### src/rtl/apb_ctrl_pkg.sv
// Shared types for the APB transfer sequencer: FSM states, response codes and the slave address map.
package apb_ctrl_pkg;

  typedef enum logic [1:0] {
    IDLE   = 2'd0,
    SETUP  = 2'd1,
    ACCESS = 2'd2,
    RESP   = 2'd3
  } state_t;

  localparam logic [1:0] RSP_OKAY    = 2'b00;
  localparam logic [1:0] RSP_SLVERR  = 2'b01;
  localparam logic [1:0] RSP_DECERR  = 2'b10;
  localparam logic [1:0] RSP_TIMEOUT = 2'b11;

  // Slave i owns the 64 KiB page (SLV_BASE_PAGE + i) << SLV_PAGE_SHIFT.
  localparam int SLV_PAGE_SHIFT = 16;
  localparam int SLV_BASE_PAGE  = 4;

  localparam int MASTER_ID_W = 1;
  localparam int MASTER_NUM  = 1;

endpackage

### src/rtl/apb_addr_dec_1.sv
// Combinational address decoder: one select bit per slave page; no bits set for unmapped addresses.
module apb_addr_dec_1
  import apb_ctrl_pkg::*;
#(
  parameter int ADDR_WIDTH = 32,
  parameter int SLAVE_NUM  = 5
) (
  input  logic [ADDR_WIDTH-1:0]  addr,
  input  logic [MASTER_ID_W-1:0] master_id,
  output logic [SLAVE_NUM-1:0]   sel
);

  logic [ADDR_WIDTH-1:0] page;
  logic                  master_ok;

  always_comb begin
    page      = addr >> SLV_PAGE_SHIFT;
    master_ok = (master_id < MASTER_ID_W'(MASTER_NUM));
    sel       = '0;
    for (int i = 0; i < SLAVE_NUM; i++) begin
      sel[i] = master_ok && (page == ADDR_WIDTH'(SLV_BASE_PAGE + i));
    end
  end

endmodule

### src/rtl/apb_master_ctrl_1.sv
// APB3 sequencer: one request at a time, decoded to a slave, SETUP/ACCESS with wait states and timeout,
// response returned on a valid/ready channel; unmapped addresses answer DECERR without APB traffic.
module apb_master_ctrl_1
  import apb_ctrl_pkg::*;
#(
  parameter int ADDR_WIDTH     = 32,
  parameter int DATA_WIDTH     = 32,
  parameter int SLAVE_NUM      = 5,
  parameter int TIMEOUT_CYCLES = 256,
  parameter int TIMEOUT_WIDTH  = 9
) (
  input  logic                            clk,
  input  logic                            rst,
  input  logic                            req_valid,
  output logic                            req_ready,
  input  logic                            req_write,
  input  logic [ADDR_WIDTH-1:0]           req_addr,
  input  logic [DATA_WIDTH-1:0]           req_wdata,
  output logic                            rsp_valid,
  input  logic                            rsp_ready,
  output logic [DATA_WIDTH-1:0]           rsp_rdata,
  output logic [1:0]                      rsp_code,
  output logic [ADDR_WIDTH-1:0]           paddr,
  output logic                            pwrite,
  output logic [DATA_WIDTH-1:0]           pwdata,
  output logic [SLAVE_NUM-1:0]            psel,
  output logic                            penable,
  input  logic [SLAVE_NUM*DATA_WIDTH-1:0] prdata,
  input  logic [SLAVE_NUM-1:0]            pready,
  input  logic [SLAVE_NUM-1:0]            pslverr
);

  localparam int IDX_W = (SLAVE_NUM > 1) ? $clog2(SLAVE_NUM) : 1;

  state_t                   state_q, state_d;
  logic                     write_q, write_d;
  logic [ADDR_WIDTH-1:0]    addr_q, addr_d;
  logic [DATA_WIDTH-1:0]    wdata_q, wdata_d;
  logic [IDX_W-1:0]         idx_q, idx_d;
  logic [TIMEOUT_WIDTH-1:0] cnt_q, cnt_d;
  logic [DATA_WIDTH-1:0]    rdata_q, rdata_d;
  logic [1:0]               code_q, code_d;

  logic [SLAVE_NUM-1:0]  dec_sel;
  logic [IDX_W-1:0]      enc_idx;
  logic                  rdy_sel;
  logic                  err_sel;
  logic [DATA_WIDTH-1:0] rdata_sel;
  logic [SLAVE_NUM-1:0]  psel_onehot;

  apb_addr_dec_1 #(
    .ADDR_WIDTH(ADDR_WIDTH),
    .SLAVE_NUM (SLAVE_NUM)
  ) u_dec (
    .addr     (req_addr),
    .master_id(MASTER_ID_W'(0)),
    .sel      (dec_sel)
  );

  // Lowest set select bit wins; only the stored slave's APB inputs are observed.
  always_comb begin
    enc_idx = '0;
    for (int i = SLAVE_NUM - 1; i >= 0; i--) begin
      if (dec_sel[i]) enc_idx = IDX_W'(i);
    end
    rdy_sel   = 1'b0;
    err_sel   = 1'b0;
    rdata_sel = '0;
    for (int i = 0; i < SLAVE_NUM; i++) begin
      if (idx_q == IDX_W'(i)) begin
        rdy_sel   = pready[i];
        err_sel   = pslverr[i];
        rdata_sel = prdata[i*DATA_WIDTH +: DATA_WIDTH];
      end
    end
    psel_onehot = SLAVE_NUM'(1) << idx_q;
  end

  always_comb begin
    state_d   = state_q;
    write_d   = write_q;
    addr_d    = addr_q;
    wdata_d   = wdata_q;
    idx_d     = idx_q;
    cnt_d     = cnt_q;
    rdata_d   = rdata_q;
    code_d    = code_q;
    req_ready = 1'b0;
    rsp_valid = 1'b0;
    psel      = '0;
    penable   = 1'b0;
    case (state_q)
      IDLE: begin
        req_ready = !rst;
        if (req_valid && !rst) begin
          write_d = req_write;
          addr_d  = req_addr;
          wdata_d = req_wdata;
          rdata_d = '0;
          cnt_d   = '0;
          if (dec_sel == '0) begin
            code_d  = RSP_DECERR;
            state_d = RESP;
          end else begin
            code_d  = RSP_OKAY;
            idx_d   = enc_idx;
            state_d = SETUP;
          end
        end
      end
      SETUP: begin
        psel    = psel_onehot;
        cnt_d   = '0;
        state_d = ACCESS;
      end
      ACCESS: begin
        psel    = psel_onehot;
        penable = 1'b1;
        if (rdy_sel) begin
          code_d = err_sel ? RSP_SLVERR : RSP_OKAY;
          if (!write_q && !err_sel) rdata_d = rdata_sel;
          state_d = RESP;
        end else if (cnt_q == TIMEOUT_WIDTH'(TIMEOUT_CYCLES - 1)) begin
          code_d  = RSP_TIMEOUT;
          state_d = RESP;
        end else begin
          cnt_d = cnt_q + TIMEOUT_WIDTH'(1);
        end
      end
      RESP: begin
        rsp_valid = 1'b1;
        if (rsp_ready) state_d = IDLE;
      end
      default: state_d = IDLE;
    endcase
  end

  always_ff @(posedge clk) begin
    if (rst) begin
      state_q <= IDLE;
      write_q <= 1'b0;
      addr_q  <= '0;
      wdata_q <= '0;
      idx_q   <= '0;
      cnt_q   <= '0;
      rdata_q <= '0;
      code_q  <= RSP_OKAY;
    end else begin
      state_q <= state_d;
      write_q <= write_d;
      addr_q  <= addr_d;
      wdata_q <= wdata_d;
      idx_q   <= idx_d;
      cnt_q   <= cnt_d;
      rdata_q <= rdata_d;
      code_q  <= code_d;
    end
  end

  assign paddr     = addr_q;
  assign pwrite    = write_q;
  assign pwdata    = wdata_q;
  assign rsp_rdata = rdata_q;
  assign rsp_code  = code_q;

endmodule

### config.mk
export PLATFORM = sky130hd
export DESIGN_NAME = apb_master_ctrl_1
export DESIGN_NICKNAME = d
export VERILOG_FILES = /design/src/rtl/apb_ctrl_pkg.sv /design/src/rtl/apb_addr_dec_1.sv /design/src/rtl/apb_master_ctrl_1.sv
export SDC_FILE = /design/constraint.sdc
export NUM_CORES = 1
export LEC_CHECK = 0
export ABC_AREA = 1
export CELL_PAD_IN_SITES_DETAIL_PLACEMENT = 1
export CELL_PAD_IN_SITES_GLOBAL_PLACEMENT = 2
export CORE_AREA = 2 2 127 253
export CTS_CLUSTER_DIAMETER = 120
export CTS_CLUSTER_SIZE = 40
export DETAILED_ROUTE_END_ITERATION = 10
export DIE_AREA = 0 0 129 255
export GPL_ROUTABILITY_DRIVEN = 0
export PLACE_DENSITY_LB_ADDON = 0.15
export REMOVE_ABC_BUFFERS = 1
export SYNTH_ARGS = -nofsm -noshare
export SYNTH_HDL_FRONTEND = slang
export SYNTH_HIERARCHICAL = 1
export SYNTH_SLANG_ARGS = --single-unit
### constraint.sdc
create_clock -name clk -period 5 [get_ports clk]
set_clock_uncertainty 0.05 [all_clocks]
set_input_delay 0.75 -clock clk [delete_from_list [all_inputs] [get_ports clk]]
set_output_delay 0.75 -clock clk [all_outputs]
set_load 0.01 [all_outputs]
==> results_dict.tcl <==
set metrics [dict create \
    die_w_um 129 \
    fin_cells 1730 \
    p_per_area_nw_per_um2 397 \
    end_kind "output pin" \
    yosysTopAreaCellShare_pct 35.1 \
    synth.yosys.seq_area_share_pct 35.1 \
    arrival_ps 2660 \
    io_buffers 345 \
    multi_input_area_um2 3540 \
    critPathMaxStageDelay_ps 620 \
    layout_min_cycle_time_ps 3460 \
    globalRouteOverflowTotal 0 \
    numCtsBuffers 17 \
    grt_antenna_before_repair 3 \
    n_antenna_cell 0 \
    post_cts_resized 0 \
    die_y_um 255 \
    clockBufferDepth 2 \
    synth-seq-cells 113 \
    critPathLaunchType "flop" \
    cpLargestDelayFamily "buffers and inverters" \
    maxSlewHeadroom_pct 23.6 \
    grt_max_degree 135 \
    dpl.hpwl_um 20100 \
    tritoncts "yes" \
    synth.distinct_cells 33 \
    cts_hold_buf 0 \
    seq_area_um2 2260 \
    synth_common_cells "nand2_1 (272), o21ai_0 (131), dfxtp_1 (113), nand4_1 (104), nand3_1 (79)" \
    grt_pass1_wl_um 43600 \
    rsz0062_at_grt "no" \
    path_cells "buf_4 > inv_2 > nand3_1 > nor2_1 > clkdlybuf4s50_1" \
    boundaryPins 346 \
    power_leakage_nw 4.26 \
    htree_num_levels 4 \
    period_share_pct 69.1 \
    clock_sinks 113 \
    run_status "finished clean" \
    first_pass_iters 4 \
    synth_area_um2 6450 \
    clk_pin_slew_worst_paths_ps 60 \
    syn_area_per_cell_um2 6.42 \
    worstPathRequired_ps 4200 \
    finalWirelength_um 28300 \
    cpMaxStageDelayCell "inv_2" \
    hold_path_class "reg2reg" \
    rows 92 \
    drv_slew 0 \
    grt.total_usage_pct 16.8 \
    cts_root_buffer "clkbuf_16" \
    vdd_drop_max_uv 236 \
    synth_largest_area_cell "dfxtp_1" \
    tightestPinTransition_ps 1150 \
    synth_enable_flop_cells 0 \
    hold_violations 0 \
    synth_warnings 6 \
    syn-instance-count 1006 \
    ys.flop_type "dfxtp_1" \
    detail-route-antenna-nets 0 \
    wl_per_cell_um 16.4 \
    area_growth_pct 65.3 \
    grt_pass1_vias 8098 \
    fmax_ghz 0.289 \
    synthArstFlopShare_pct 0 \
    detail_route.vias_per_cell 4.57 \
    insertion_delay_ps 430 \
    maxCapViolations 0 \
    crit_type "reg2out" \
    drive_gt1_share_pct 4.90 \
    core_area_um2 31200 \
    dp_cells 1698 \
    cp_num_buf_inv 3 \
    postCtsSetupRepairBufs 0 \
    setup_violations 0 \
    finish.utilization_pct 34.2 \
    start_util_pct 20.7 \
    dieArea_um2 32900 \
    vias 7905 \
    final_net_count 1539 \
    fillers 3860 \
    cp_max_fo 36 \
    drtIter0Drc 296 \
    synth.area.top_cells "dfxtp_1 (35%), nand2_1 (16%), o21ai_0 (10%)" \
    yosysMostFrequentCell "nand2_1" \
    drc 0 \
]
[routing by layer]
metal	vias up	part of all wire, %	wire length, um	global-route usage (%)
li1	3958	-	-	-
met1	3673	43	12300	20.5
met2	238	48	13500	28.4
met3	30	6.9	1970	4.83
met4	6	1.8	518	5.25
met5	-	0.14	39	0
[logic make-up after synthesis]
family,after synthesis,share of synthesized area (%)
buffers and inverters,152,10.4
AND/OR/NAND/NOR,548,38.5
AO/OA/AOI/OAI,182,14.2
adder cells (fa/ha/maj),6,1.16
XOR/XNOR,4,0.543
flip-flops,113,35.1
other,1,0.0581
[sequential cells by signal (all words and copies together), names as in the netlist]
register,flops
rsp_rdata,32
pwdata,32
pwrite,1
state_q,2
rsp_code,2
paddr,32
idx_q,3
cnt_q,9
[final cells by class]
class	count	share of cell area [%]
Sequential cell	113	21.2
Multi-Input combinational cell	742	33.1
Clock buffer	20	4.19
Clock inverter	12	1.06
Inverter	67	2.38
Tap cell	423	4.96
Timing Repair Buffer	353	33.0
[worst register-to-register path, cell delays in order (launching register included)]
cell and delay, ps:
dfxtp_2 420, buf_4 310, inv_2 630, nand4_2 200, inv_2 80, nor2_1 40, nand4_1 80, nand2_1 80
inv_2 790, nand3_1 240, nand2_1 120, nor2_1 50
[power breakdown]
part	total [mW]	internal, mW	switching [mW]
combinational	1.83	0.861	0.968
sequential	1.26	1.13	0.124
clock	1.15	0.695	0.454
[placed cells by master (no fill, tap or decap), types with 2 or more instances in the layout]
master           Yosys  routed
clkdlybuf4s50_1      0     345
clkinv_2             0       4
clkinv_4             0       4
inv_1               60      59
nor2_4               1       2
buf_4               12       7
o21ai_1              3       3
nor2_2               3       3
nand3_1             79      78
o21ai_0            131     131
nand3_2              1       2
clkbuf_1            41       2
nor2_1              75      74
nand2_1            272     272
nand2_2              3       3
conb_1               1       2
xor2_1               3       3
inv_2                7       6
dfxtp_1            113     111
dfxtp_2              0       2
nand4_1            104     104
nand4_2              2       2
clkbuf_16            0      17
ha_1                 6       5
clkinvlp_4           0       5
or2_2                2       2
a21oi_1             46      46
[per-stage QoR]
step	area [um^2]	total power [mW]	setup WS (ps)	hold slack [ps]	setup TNS [ps]
2_1_floorplan	6040	2.18	-1740	385	-95350
3_3_place_gp	10100	3.07	1660	393	0
3_5_place_dp	10100	3.14	1410	415	0
4_1_cts	10700	4.34	1480	423	0
5_1_grt	10700	4.59	1380	456	0
6_report	10700	4.24	1540	411	0
[worst paths after layout]
| check | from | end | slack, ps | cells after the start |
|---|---|---|---|---|
| worst min register to register | cnt_q[8] | cnt_q[8] | 410 | 2 |
| worst max-delay path | idx_q[0] | psel[2] | 1540 | 5 |
| worst max register to register | idx_q[0] | rsp_rdata[14] | 1770 | 11 |
| worst min-delay path | cnt_q[8] | cnt_q[8] | 410 | 2 |
(Power assumes the default switching activity.)
